**src/rtl/game_pkg.sv**
```systemverilog
// Shared definitions for the game controller: direction codes, FSM states,
// board geometry and the cell-extract helper.
package game_pkg;

    localparam int CELL_W  = 4;
    localparam int N_CELLS = 16;

    localparam logic [1:0] DIR_LEFT  = 2'd0;
    localparam logic [1:0] DIR_UP    = 2'd1;
    localparam logic [1:0] DIR_DOWN  = 2'd2;
    localparam logic [1:0] DIR_RIGHT = 2'd3;

    typedef enum logic [3:0] {
        ST_INIT    = 4'd0,
        ST_IDLE    = 4'd1,
        ST_MOVE    = 4'd2,
        ST_SETTLE  = 4'd3,
        ST_COMPARE = 4'd4,
        ST_SEARCH  = 4'd5,
        ST_WRITE   = 4'd6,
        ST_CHECK   = 4'd7
    } state_t;

    function automatic logic [CELL_W-1:0] cell_at(input logic [CELL_W*N_CELLS-1:0] board,
                                                  input logic [3:0] idx);
        return board[{idx, 2'b00} +: CELL_W];
    endfunction

endpackage

```
**src/rtl/board_status.sv**
```systemverilog
// Combinational board summary: any empty cell, any mergeable orthogonal pair,
// and any cell holding the win code.
module board_status
    import game_pkg::*;
#(
    parameter logic [3:0] WIN_CODE = 4'd11
) (
    input  logic [63:0] board_state,
    output logic        has_empty,
    output logic        has_merge,
    output logic        has_win
);

    always_comb begin
        has_empty = 1'b0;
        has_merge = 1'b0;
        has_win   = 1'b0;
        for (int i = 0; i < N_CELLS; i++) begin
            if (cell_at(board_state, i[3:0]) == 4'd0)
                has_empty = 1'b1;
            if (cell_at(board_state, i[3:0]) == WIN_CODE)
                has_win = 1'b1;
            // Horizontal pairs must not wrap from column 3 into the next row.
            if ((i % 4) != 3 && cell_at(board_state, i[3:0]) == cell_at(board_state, 4'(i + 1)))
                has_merge = 1'b1;
            if (i < 12 && cell_at(board_state, i[3:0]) == cell_at(board_state, 4'(i + 4)))
                has_merge = 1'b1;
        end
    end

endmodule

```
**src/rtl/move_sequencer.sv**
```systemverilog
// Game-level move controller driving the tile board's shift enables and spawn port.
// Optional MOVE_COUNT_EN adds a saturating 16-bit move_count output.
module move_sequencer
    import game_pkg::*;
#(
    parameter int          MOVE_CYCLES   = 8,
    parameter int          SETTLE_CYCLES = 2,
    parameter logic [15:0] LFSR_SEED     = 16'hACE1,
    parameter logic [3:0]  WIN_CODE      = 4'd11
) (
    input  logic        clk,
    input  logic        rst,
    // Command handshake: a direction is taken on a cycle where dir_valid and
    // dir_ready are both high; dir_ready is only ever high in IDLE.
    input  logic        dir_valid,
    input  logic [1:0]  dir,
    output logic        dir_ready,
    input  logic [63:0] board_state,
    output logic [3:0]  ready_to_board,
    output logic        preset_ext,
    output logic [3:0]  preset_location,
    output logic [3:0]  value_from_preset,
    output logic        moved,
    output logic        win,
    output logic        game_over,
`ifdef MOVE_COUNT_EN
    output logic [15:0] move_count,
`endif
    output logic [3:0]  dbg_state
);

    state_t       r_state;
    logic [63:0]  r_snap;
    logic [7:0]   r_cnt;
    logic [3:0]   r_idx;
    logic [3:0]   r_scan;
    logic [1:0]   r_spawns;
    logic [15:0]  r_lfsr;

    logic         w_fb;
    logic         w_has_empty;
    logic         w_has_merge;
    logic         w_has_win;
    logic         w_dead;

    board_status #(.WIN_CODE(WIN_CODE)) u_status (
        .board_state (board_state),
        .has_empty   (w_has_empty),
        .has_merge   (w_has_merge),
        .has_win     (w_has_win)
    );

    assign w_fb      = r_lfsr[15] ^ r_lfsr[13] ^ r_lfsr[12] ^ r_lfsr[10];
    assign w_dead    = !w_has_empty && !w_has_merge;
    assign dbg_state = r_state;

    always_ff @(posedge clk or posedge rst) begin
        if (rst) begin
            r_state           <= ST_INIT;
            r_snap            <= '0;
            r_cnt             <= '0;
            r_idx             <= '0;
            r_scan            <= '0;
            r_spawns          <= '0;
            r_lfsr            <= LFSR_SEED;
            dir_ready         <= 1'b0;
            ready_to_board    <= '0;
            preset_ext        <= 1'b0;
            preset_location   <= '0;
            value_from_preset <= '0;
            moved             <= 1'b0;
            win               <= 1'b0;
            game_over         <= 1'b0;
        end else begin
            r_lfsr     <= {r_lfsr[14:0], w_fb};
            moved      <= 1'b0;
            preset_ext <= 1'b0;
            case (r_state)
                ST_INIT: begin
                    r_spawns <= 2'd2;
                    r_idx    <= r_lfsr[3:0];
                    r_scan   <= '0;
                    r_state  <= ST_SEARCH;
                end
                ST_IDLE: begin
                    if (dir_valid && dir_ready) begin
                        r_snap         <= board_state;
                        ready_to_board <= 4'b0001 << dir;
                        dir_ready      <= 1'b0;
                        r_cnt          <= 8'(MOVE_CYCLES - 1);
                        r_state        <= ST_MOVE;
                    end
                end
                ST_MOVE: begin
                    if (r_cnt == 8'd0) begin
                        ready_to_board <= '0;
                        r_cnt          <= 8'(SETTLE_CYCLES - 1);
                        r_state        <= ST_SETTLE;
                    end else begin
                        r_cnt <= r_cnt - 8'd1;
                    end
                end
                ST_SETTLE: begin
                    if (r_cnt == 8'd0)
                        r_state <= ST_COMPARE;
                    else
                        r_cnt <= r_cnt - 8'd1;
                end
                ST_COMPARE: begin
                    if (board_state != r_snap) begin
                        moved   <= 1'b1;
                        r_idx   <= r_lfsr[3:0];
                        r_scan  <= '0;
                        r_state <= ST_SEARCH;
                    end else begin
                        dir_ready <= !game_over;
                        r_state   <= ST_IDLE;
                    end
                end
                ST_SEARCH: begin
                    if (cell_at(board_state, r_idx) == 4'd0) begin
                        preset_ext        <= 1'b1;
                        preset_location   <= r_idx;
                        value_from_preset <= (r_lfsr[7:4] == 4'd0) ? 4'd2 : 4'd1;
                        r_state           <= ST_WRITE;
                    end else if (r_scan == 4'd15) begin
                        r_state <= ST_CHECK;
                    end else begin
                        r_idx  <= r_idx + 4'd1;
                        r_scan <= r_scan + 4'd1;
                    end
                end
                ST_WRITE: begin
                    r_state <= ST_CHECK;
                end
                ST_CHECK: begin
                    if (w_has_win)
                        win <= 1'b1;
                    if (w_dead)
                        game_over <= 1'b1;
                    // INIT spawns twice; the first CHECK of that pair loops back to SEARCH.
                    if (r_spawns == 2'd2) begin
                        r_spawns <= 2'd1;
                        r_idx    <= r_lfsr[3:0];
                        r_scan   <= '0;
                        r_state  <= ST_SEARCH;
                    end else begin
                        r_spawns  <= 2'd0;
                        dir_ready <= !(game_over || w_dead);
                        r_state   <= ST_IDLE;
                    end
                end
                default: r_state <= ST_INIT;
            endcase
        end
    end

`ifdef MOVE_COUNT_EN
    always_ff @(posedge clk or posedge rst) begin
        if (rst)
            move_count <= '0;
        else if (moved && move_count != 16'hFFFF)
            move_count <= move_count + 16'd1;
    end
`endif

endmodule
```
**config.mk**
```make
export PLATFORM = sky130hd
export DESIGN_NAME = move_sequencer
export DESIGN_NICKNAME = d
export VERILOG_FILES = /design/src/rtl/game_pkg.sv /design/src/rtl/board_status.sv /design/src/rtl/move_sequencer.sv
export SDC_FILE = /design/constraint.sdc
export NUM_CORES = 1
export LEC_CHECK = 0
export CAP_MARGIN = 20
export CORE_MARGIN = 2
export CORE_UTILIZATION = 30
export DETAILED_ROUTE_END_ITERATION = 7
export GPL_TIMING_DRIVEN = 0
export SLEW_MARGIN = 30
export SYNTH_ARGS = -nofsm -noshare
export SYNTH_HDL_FRONTEND = slang
export SYNTH_SLANG_ARGS = --single-unit
```
**constraint.sdc**
```tcl
create_clock -name clk -period 3.8 [get_ports clk]
set_clock_uncertainty 0.05 [all_clocks]
set_input_delay 0.76 -clock clk [delete_from_list [all_inputs] [get_ports clk]]
set_output_delay 0.76 -clock clk [all_outputs]
set_load 0.02 [all_outputs]
```
After elaboration in Yosys (flattened, before gate mapping):

Cells that the tools add are included.

* add/sub/neg operators: 3
* equality and inequality tests: 61
* shifts and indexed selects: 2
* muxes and demuxes: 92
* bitwise gates (word level): 3
* reductions and logical operators: 41

Operators by type and width (number)
* 4-bit == test: 24
* 4-bit logical NOT: 19
* 4-bit == test, second input constant: 17
* 1-bit 2-to-1 mux: 64
* 64-bit != test: 1
* 64-bit by 7-bit indexed part select with 4-bit output: 1
* 4-bit 2-to-1 mux: 15
* 4-bit one-hot mux with 4 select lines: 2
* 4-bit one-hot mux with 8 select lines: 1
* 8-bit 2-to-1 mux: 3
* 8-bit one-hot mux with 3 select lines: 1
* 2-bit != test, second input constant: 10
* 4-bit by 3-bit == test with 1-bit output, second input constant: 4
* 4-bit by 1-bit adder with 4-bit output, second input constant: 2
* 4-bit by 2-bit == test with 1-bit output, second input constant: 2
* 8-bit logical NOT: 1
* 4-bit one-hot mux with 2 select lines: 1
* 2-bit AND reduction: 4
* 4-bit AND reduction: 2
* 8-bit by 1-bit subtractor with 8-bit output, second input constant: 1
* 3-bit 2-to-1 mux: 2
* 3-bit AND reduction: 2
* 3-bit nonzero test: 2
* 5-bit AND reduction: 1
* 13 further kinds: 20

* bits in registers: 119
* bits of input ports: 69
* output and inout bits: 21
* logic and storage cells: 217

Depth between registers and ports, before layout:

Gate-level depths: netlist of the first run.

* depth after elaboration: 31
* mapped depth: 11
* depth with buffers taken out: 9

By module:

From an unflattened synthesis of the first run, not the netlist that was laid out.

* cell total of the unflattened synthesis: 701
* area total of the unflattened synthesis: 7269.5 µm²

Modules (own cells, without submodules)
* move_sequencer: times used 1, cells an instance 491, area an instance 5720.5 µm², seq. area each 2912.8 µm²
* board_status: times used 1, cells an instance 210, area an instance 1549.0 µm², seq. area each 0.0 µm²

Worst setup path before layout of the first run:

No wires, ideal clock.

* path kind: input-to-reg
* from: input port board_state[20]
* to: register r_idx[1]
* setup time: 125 ps
* data arrival time: 2602 ps
* required time: 3625 ps
* path slack: 1023 ps
* stages on the path: 9
* buffers on the path: 2
* cell sequence: clkbuf_1 > nor4_1 > o22ai_1 > a311oi_1 > a2bb2oi_1 > nand2b_1 > buf_2 > nand3_1 > mux2_2

* cells in the longest elaborated chain, start to end: 4
* elaborated cells on any way between the ends: 6
* those cells by class: 3 x eq/ne; 1 x shift; 2 x reduce/logical

RTL lines
* from (decl): RTL line move_sequencer.sv:18 `input logic [63:0] board_state,`
* 64-bit by 7-bit indexed part select with 4-bit output: RTL line game_pkg.sv:26 `return board[{idx, 2'b00} +: CELL_W];`
* 4-bit logical NOT: RTL line move_sequencer.sv:121 `if (cell_at(board_state, r_idx) == 4'd0) begin`
* 2-bit != test (no source line)
* 5-bit AND reduction (no source line) (*)
* to (signal assigned): RTL line move_sequencer.sv:112 `r_idx <= r_lfsr[3:0];`
* to (signal assigned): RTL line move_sequencer.sv:129 `r_idx <= r_idx + 4'd1;`
* to (signal assigned): RTL line move_sequencer.sv:144 `r_idx <= r_lfsr[3:0];`
* to (decl): RTL line move_sequencer.sv:35 `logic [3:0] r_idx;`

Mark *: on every way between the ends. The rest lies on a longest branch, timed or not.
A chain may end at the register's enable or synchronous reset.

Final worst setup path of the first run:

* from: input port board_state[25]
* to: register r_scan[3]

* cells in the longest elaborated chain, start to end: 4
* elaborated cells on any way between the ends: 6
* those cells by class: 3 x eq/ne; 1 x shift; 2 x reduce/logical

RTL lines
* 64-bit by 7-bit indexed part select with 4-bit output: RTL line game_pkg.sv:26
* 4-bit logical NOT: RTL line move_sequencer.sv:121
* 2-bit != test (no source line)
* 5-bit AND reduction (no source line) (*)
* to (signal assigned): RTL line move_sequencer.sv:130 `r_scan <= r_scan + 4'd1;`
* to (decl): RTL line move_sequencer.sv:36 `logic [3:0] r_scan;`

Marks and branches as above.

==> results.py, run 1 <==
metrics = {
    "logic_synthesis": {
        "synth-edff-count": 0,
        "synth_cell_types": 55,
        "async_flop_share": 1.000,
        "ys_ff_latch": 116,
        "synth_top_family_by_area": "XOR/XNOR gates",
        "synthSimpleGateAreaFrac": 0.1495,
        "synthAdderAreaFrac": 0.01209,
        "seq_area_frac_synth": 0.4019,
        "synth_top_area_share": 0.3729,
        "ys.flop_type": "dfrtp_1",
        "synth.most_common_cell": "xor2_1",
        "syn_area_mm2": 0.007247,
        "synth.avg_cell_area_um2": 10.19,
        "synthTopCellsByCount": "109 x xor2_1, 108 x dfrtp_1, 70 x mux2_2, 54 x xnor2_1, 50 x clkbuf_1",
        "syn_inst": 711,
        "synth_area_leader_cell": "dfrtp_1",
        "synth_mux_area_frac": 0.1088,
        "synth-xor-area-share": 0.1970,
        "synth_compound_gate_area_share": 0.06958,
        "ys.warnings.count": 0,
        "synth.area.top_cells": "dfrtp_1 37%, xor2_1 13%, mux2_2 11%",
    },
    "finish": {
        "synthToLayoutAreaGrowth_pct": 17.16,
        "fillCellCount": 2429,
        "drive_above_1_share": 0.1881,
        "stdcell_count": 1092,
        "layout.nets": 834,
    },
    "detailed_routing": {
        "drtIter0Drc": 454,
        "drcViolationCount": 0,
        "vias": 5508,
        "via_per_inst": 5.044,
        "wirelength_um": 19930,
        "wl_per_cell_um": 18.25,
        "dr.pass1.iters": 5,
        "ant_nets": 0,
    },
    "worst_setup_path": {
        "crit_fanout": 10,
        "cp-start-kind": "primary input",
        "path_class": "in -> reg",
        "cp_slowest_cell": "nor4_1",
        "path_common_cell": "nor4_1",
        "crit_path_end_kind": "register",
        "cpPeakStageDelay_ns": 0.80,
        "required_ns": 4.09,
        "crit_chain": "clkbuf_1 -> xor2_1 -> nor4_1 -> nand4_1 -> nor4_1 -> a31oi_1 -> buf_2 -> a21o_1 -> nor3b_1",
        "reg2reg_depth": 8,
        "arrival_ns": 3.93,
    },
    "power_and_ir_drop": {
        "cellLeakagePower_nw": 3.643,
        "powerDensity_mw_per_mm2": 654.3,
        "p_total_mw": 5.556,
        "ir_worst_vdd_uv": 303.6,
    },
    "cts": {
        "hold_buffers": 0,
        "cts_num_sinks": 116,
        "clock_latency_ns": 0.43,
        "clockBufferDepth": 2,
        "cts_tree": "done",
        "post_cts_buffers": 0,
        "htree_levels": 4,
        "cts_root_buffer": "clkbuf_16",
        "cts_made_buffers": 17,
        "clkSlewWorstSetupHoldPaths_ns": 0.06,
        "cts_resized": 0,
    },
    "global_routing": {
        "grt_pass1_wl_um": 31080,
        "antenna_found_initial": 2,
        "grt_pass1_vias": 5465,
        "gr-total-overflow": 0,
        "grt_max_degree": 30,
        "grt_usage": 0.1597,
    },
    "timing": {
        "period_needed_ns": 3.645,
        "fmax_ghz": 0.2743,
        "slew_violations": 0,
        "setup_viol": 0,
        "whs_ns": 0.3010,
        "slew_headroom": 0.3384,
        "tightestPinTransition_ns": 0.9833,
        "rsz0062_at_grt": "no",
        "finalCritPeriodShare": 0.9593,
        "hold_viol": 0,
    },
    "run": {
        "max_cap_viol_count": 0,
    },
    "run_status": {
        "outcome": "completed",
    },
    "die": {
        "fp.dieH_um": 159.4,
        "start_util": 0.3069,
        "dieWidth_um": 159.4,
        "core_area_mm2": 0.02361,
        "ioPinCount": 90,
        "num_rows": 56,
        "fp.dieArea_mm2": 0.02542,
    },
    "placed_design": {
        "gp_routability_congestion": 0.8627,
        "hpwl_um": 15120,
        "io_buffer_count": 22,
        "dp_cells": 1058,
    },
    "hold_path": {
        "hp-class": "reg -> reg",
        "holdPathStages": 0,
    },
}
[layout by cell type (no fill, tap or decap), types with 7 or more instances in the layout]
cell type,count
nor2_1,21
ha_1,7
dfrtp_1,108
dfstp_2,8
a31oi_1,7
nand4b_1,17
nand4_1,28
mux2_2,70
xor2_1,109
buf_4,13
buf_2,17
nand2_1,28
clkbuf_1,57
clkdlybuf4s50_1,22
clkbuf_16,17
xnor2_1,54
inv_1,10
nor4_1,49
o21ai_0,15
a21oi_1,11
[metal layers]
layer | up-vias | track usage | part of all wire
li1 | 2601 | - | -
met1 | 2712 | 0.2100 | 0.46
met2 | 154 | 0.2526 | 0.46
met3 | 41 | 0.04402 | 0.055
met4 | 0 | 0.05579 | 0.023
met5 | - | 0 | 0
[cell type report]
cell class,instances,area (um2),area share
flip-flops and latches,116,2913,0.3431
multi-input cells,499,3902,0.4596
repair buffers,26,307.8,0.03625
inverters,12,48.80,0.005747
clock buffers,27,493.0,0.05806
well taps,319,399.1,0.04701
plain buffers,86,394.1,0.04642
clock inverters,5,27.53,0.003242
diodes,2,5.005,0.0005894
[kinds of logic after synthesis]
logic type	count (synthesis)
other	1
AOI/OAI and AO/OA	73
xor gates and xnor gates	163
DFF	116
adders and majority gates	7
muxes	70
buffers and inverters	98
and+or+nand+nor	183
[worst max-delay path, delay by kind of cell]
kind	cells	cell delay (ns)
AOI/OAI and AO/OA	2	0.48
buffers and inverters	2	0.66
and+or+nand+nor	4	1.89
xor gates and xnor gates	1	0.13
[through the flow]
step                TNS, ns  setup slack [ns]  cell area [um2]    util
floorplan                 0             1.023             7258       -
global placement    -0.3538           -0.1191             7878  0.3336
detailed placement  -0.7996           -0.1908             7965  0.3373
CTS                       0            0.2496             8486  0.3594
global route              0            0.1302             8486  0.3594
finish                    0            0.1547             8491  0.3596
[state kept, by name, indices dropped and copies added, names as in the netlist, 3 cells and up]
name,cells
preset_location,4
r_idx,4
r_scan,4
dbg_state,3
r_lfsr,16
r_cnt,8
ready_to_board,4
r_snap,64
[final timing paths]
path | start | end | slack, ns
max reg2reg | r_snap[25] | r_scan[3] | 0.50
min in group asynchronous | rst | r_snap[0] | 0.69
min | r_lfsr[14] | r_lfsr[15] | 0.30
max | board_state[25] | r_scan[3] | 0.15
min reg2reg | r_lfsr[14] | r_lfsr[15] | 0.30
max in group asynchronous | rst | r_snap[44] | 2.31
[power by group]
group	internal (mW)	total, mW	switching (mW)
Sequential	1.71	2.02	0.317
Combinational	1.02	2.10	1.08
Clock	0.878	1.43	0.556
Total	3.60	5.56	1.95
Power figures use the tool's default switching activity.
==> run 2, diff against run 1 <==
--- a/config.mk
+++ b/config.mk
@@ -5,12 +5,11 @@
 export SDC_FILE = /design/constraint.sdc
 export NUM_CORES = 1
 export LEC_CHECK = 0
-export CAP_MARGIN = 20
 export CORE_MARGIN = 2
 export CORE_UTILIZATION = 30
 export DETAILED_ROUTE_END_ITERATION = 7
 export GPL_TIMING_DRIVEN = 0
-export SLEW_MARGIN = 30
+export SLEW_MARGIN = 25
 export SYNTH_ARGS = -nofsm -noshare
 export SYNTH_HDL_FRONTEND = slang
 export SYNTH_SLANG_ARGS = --single-unit
==> run 2 against run 1 <==
Against the previous run:
- non-clock buffer count unchanged
- wire length decreased by 0.84%
- sequential share of layout area unchanged
- flip-flop and latch count unchanged
- critical path depth unchanged
- total power decreased by 0.15%
- largest power group unchanged
- largest cell class unchanged
- worst setup slack got worse by 0.013 ns
- core utilization unchanged
- final cell count unchanged
- combinational power about the same
- cell area unchanged
- register-to-register slack about the same
==> results.py, run 2 (synthesis gave the netlist of run 1 again) <==
metrics = {
    "worst_setup_path": {
        "crit_buf_inv": 2,
        "cpPeakStageDelay_ns": 0.80,
        "crit_fanout": 10,
        "cp_slowest_cell": "nor4_1",
        "cp-start-kind": "primary input",
        "critPathTopFamily": "simple AND/OR/NAND/NOR gates",
        "path_class": "in -> reg",
        "crit_chain": "clkbuf_1 -> xor2_1 -> nor4_1 -> nand4_1 -> nor4_1 -> a31oi_1 -> buf_2 -> a41oi_1 -> a2bb2oi_1",
        "path_common_cell": "nor4_1",
        "arrival_ns": 3.95,
        "crit_path_end_kind": "register",
        "required_ns": 4.09,
    },
    "finish": {
        "layout.nets": 834,
        "finalInstanceArea_mm2": 0.008491,
        "final_common_cell": "xor2_1",
        "largest-register": "r_snap",
        "largestRegisters": "r_snap (64), r_lfsr (16), r_cnt (8)",
        "multi_input_area_mm2": 0.003902,
        "fillCellCount": 2405,
        "layout_common_cells": "109 x xor2_1, 108 x dfrtp_1, 70 x mux2_2",
        "largest_reg_flops": 64,
        "seq_area_mm2": 0.002913,
        "drive_above_1_share": 0.1881,
        "synthToLayoutAreaGrowth_pct": 17.16,
    },
    "cts": {
        "cts_made_buffers": 17,
        "htree_levels": 4,
        "cts_resized": 0,
        "clock_latency_ns": 0.42,
        "cts_tree": "done",
        "clkSlewWorstSetupHoldPaths_ns": 0.05,
        "clockBufferDepth": 2,
        "post_cts_buffers": 0,
        "hold_buffers": 0,
        "cts_root_buffer": "clkbuf_16",
        "cts_num_sinks": 116,
    },
    "timing": {
        "fin_ws_ns": 0.1422,
        "hold_viol": 0,
        "finalCritPeriodShare": 0.9626,
        "rsz0062_at_grt": "no",
        "fmax_ghz": 0.2734,
        "tightestPinTransition_ns": 0.9905,
        "setup_viol": 0,
        "whs_ns": 0.3008,
        "period_needed_ns": 3.658,
        "slew_headroom": 0.3336,
        "slew_violations": 0,
    },
    "power_and_ir_drop": {
        "internal_power_mw": 3.603,
        "p_comb_frac": 0.378,
        "cellLeakagePower_nw": 3.643,
        "switching_power_mw": 1.945,
        "ir_worst_vdd_uv": 297.1,
        "clkPwrFrac": 0.258,
        "swShare": 0.3506,
        "sequentialPowerShare": 0.364,
        "powerDensity_mw_per_mm2": 653.3,
    },
    "global_routing": {
        "antenna_found_initial": 2,
        "gr-total-overflow": 0,
        "grt_usage": 0.1586,
        "grt_pass1_wl_um": 30970,
        "grt_pass1_vias": 5466,
        "grt_max_degree": 30,
    },
    "run": {
        "max_cap_viol_count": 0,
    },
    "detailed_routing": {
        "wl_per_cell_um": 18.10,
        "vias": 5546,
        "wirelength_um": 19770,
        "ant_nets": 0,
        "drtIter0Drc": 453,
        "drcViolationCount": 0,
        "dr.pass1.iters": 5,
        "via_per_inst": 5.079,
    },
    "placed_design": {
        "dpl_worst_slack_ns": -0.2001,
        "hpwl_um": 15090,
        "io_buffer_count": 22,
        "gp_routability_congestion": 0.8627,
        "place_area_mm2": 0.007965,
    },
    "die": {
        "fp.dieH_um": 159.4,
        "fp.dieArea_mm2": 0.02542,
        "num_rows": 56,
        "dieWidth_um": 159.4,
        "core_area_mm2": 0.02361,
        "ioPinCount": 90,
        "start_util": 0.3069,
    },
    "run_status": {
        "outcome": "completed",
    },
    "hold_path": {
        "hp-class": "reg -> reg",
    },
}
-- run 2: final cells by class --
type                            instances  area share
Multi-Input combinational cell        499      0.4596
Sequential cell                       116      0.3431
Clock buffer                           27     0.05806
Tap cell                              319     0.04701
Buffer                                 86     0.04642
Timing Repair Buffer                   26     0.03625
Inverter                               12    0.005747
Clock inverter                          5    0.003242
Antenna cell                            2   0.0005894
-- run 2: final timing paths --
kind | start | endpoint | slack [ns] | cells past startpoint
setup reg to reg | r_snap[25] | r_scan[2] | 0.50 | 8
setup / recovery | board_state[25] | r_scan[2] | 0.14 | 9
max in group asynchronous | rst | r_snap[44] | 2.36 | 4
hold reg to reg | r_lfsr[14] | r_lfsr[15] | 0.30 | 0
hold / removal | r_lfsr[14] | r_lfsr[15] | 0.30 | 0
min in group asynchronous | rst | r_snap[0] | 0.66 | 2
-- run 2: per-stage QoR --
stage / util / power, mW / TNS, ns / cells
5_1_grt: 0.3594 / 5.936 / 0 / 1090
4_1_cts: 0.3594 / 5.591 / 0 / 1090
3_5_place_dp: 0.3373 / 4.138 / -0.7908 / 1058
6_report: 0.3596 / 5.547 / 0 / 1092
2_1_floorplan: - / 3.563 / 0 / 713
3_3_place_gp: 0.3336 / 4.061 / -0.3538 / 1054
-- run 2: power by group through the flow --
stage	clock network [mW]	logic [mW]	registers, mW
floorplan	0	1.51	2.06
global placement	0	2.04	2.02
detailed placement	0	2.10	2.04
CTS	1.46	2.11	2.02
global route	1.52	2.32	2.09
finish	1.43	2.10	2.02
-- run 2: layer usage --
metal / wire [um] / global-route usage / share of wire
met3: 1363 / 0.04585 / 0.069
met1: 8874 / 0.2116 / 0.45
met5: 0 / 0 / 0
met4: 327 / 0.04628 / 0.017
met2: 9202 / 0.2502 / 0.47
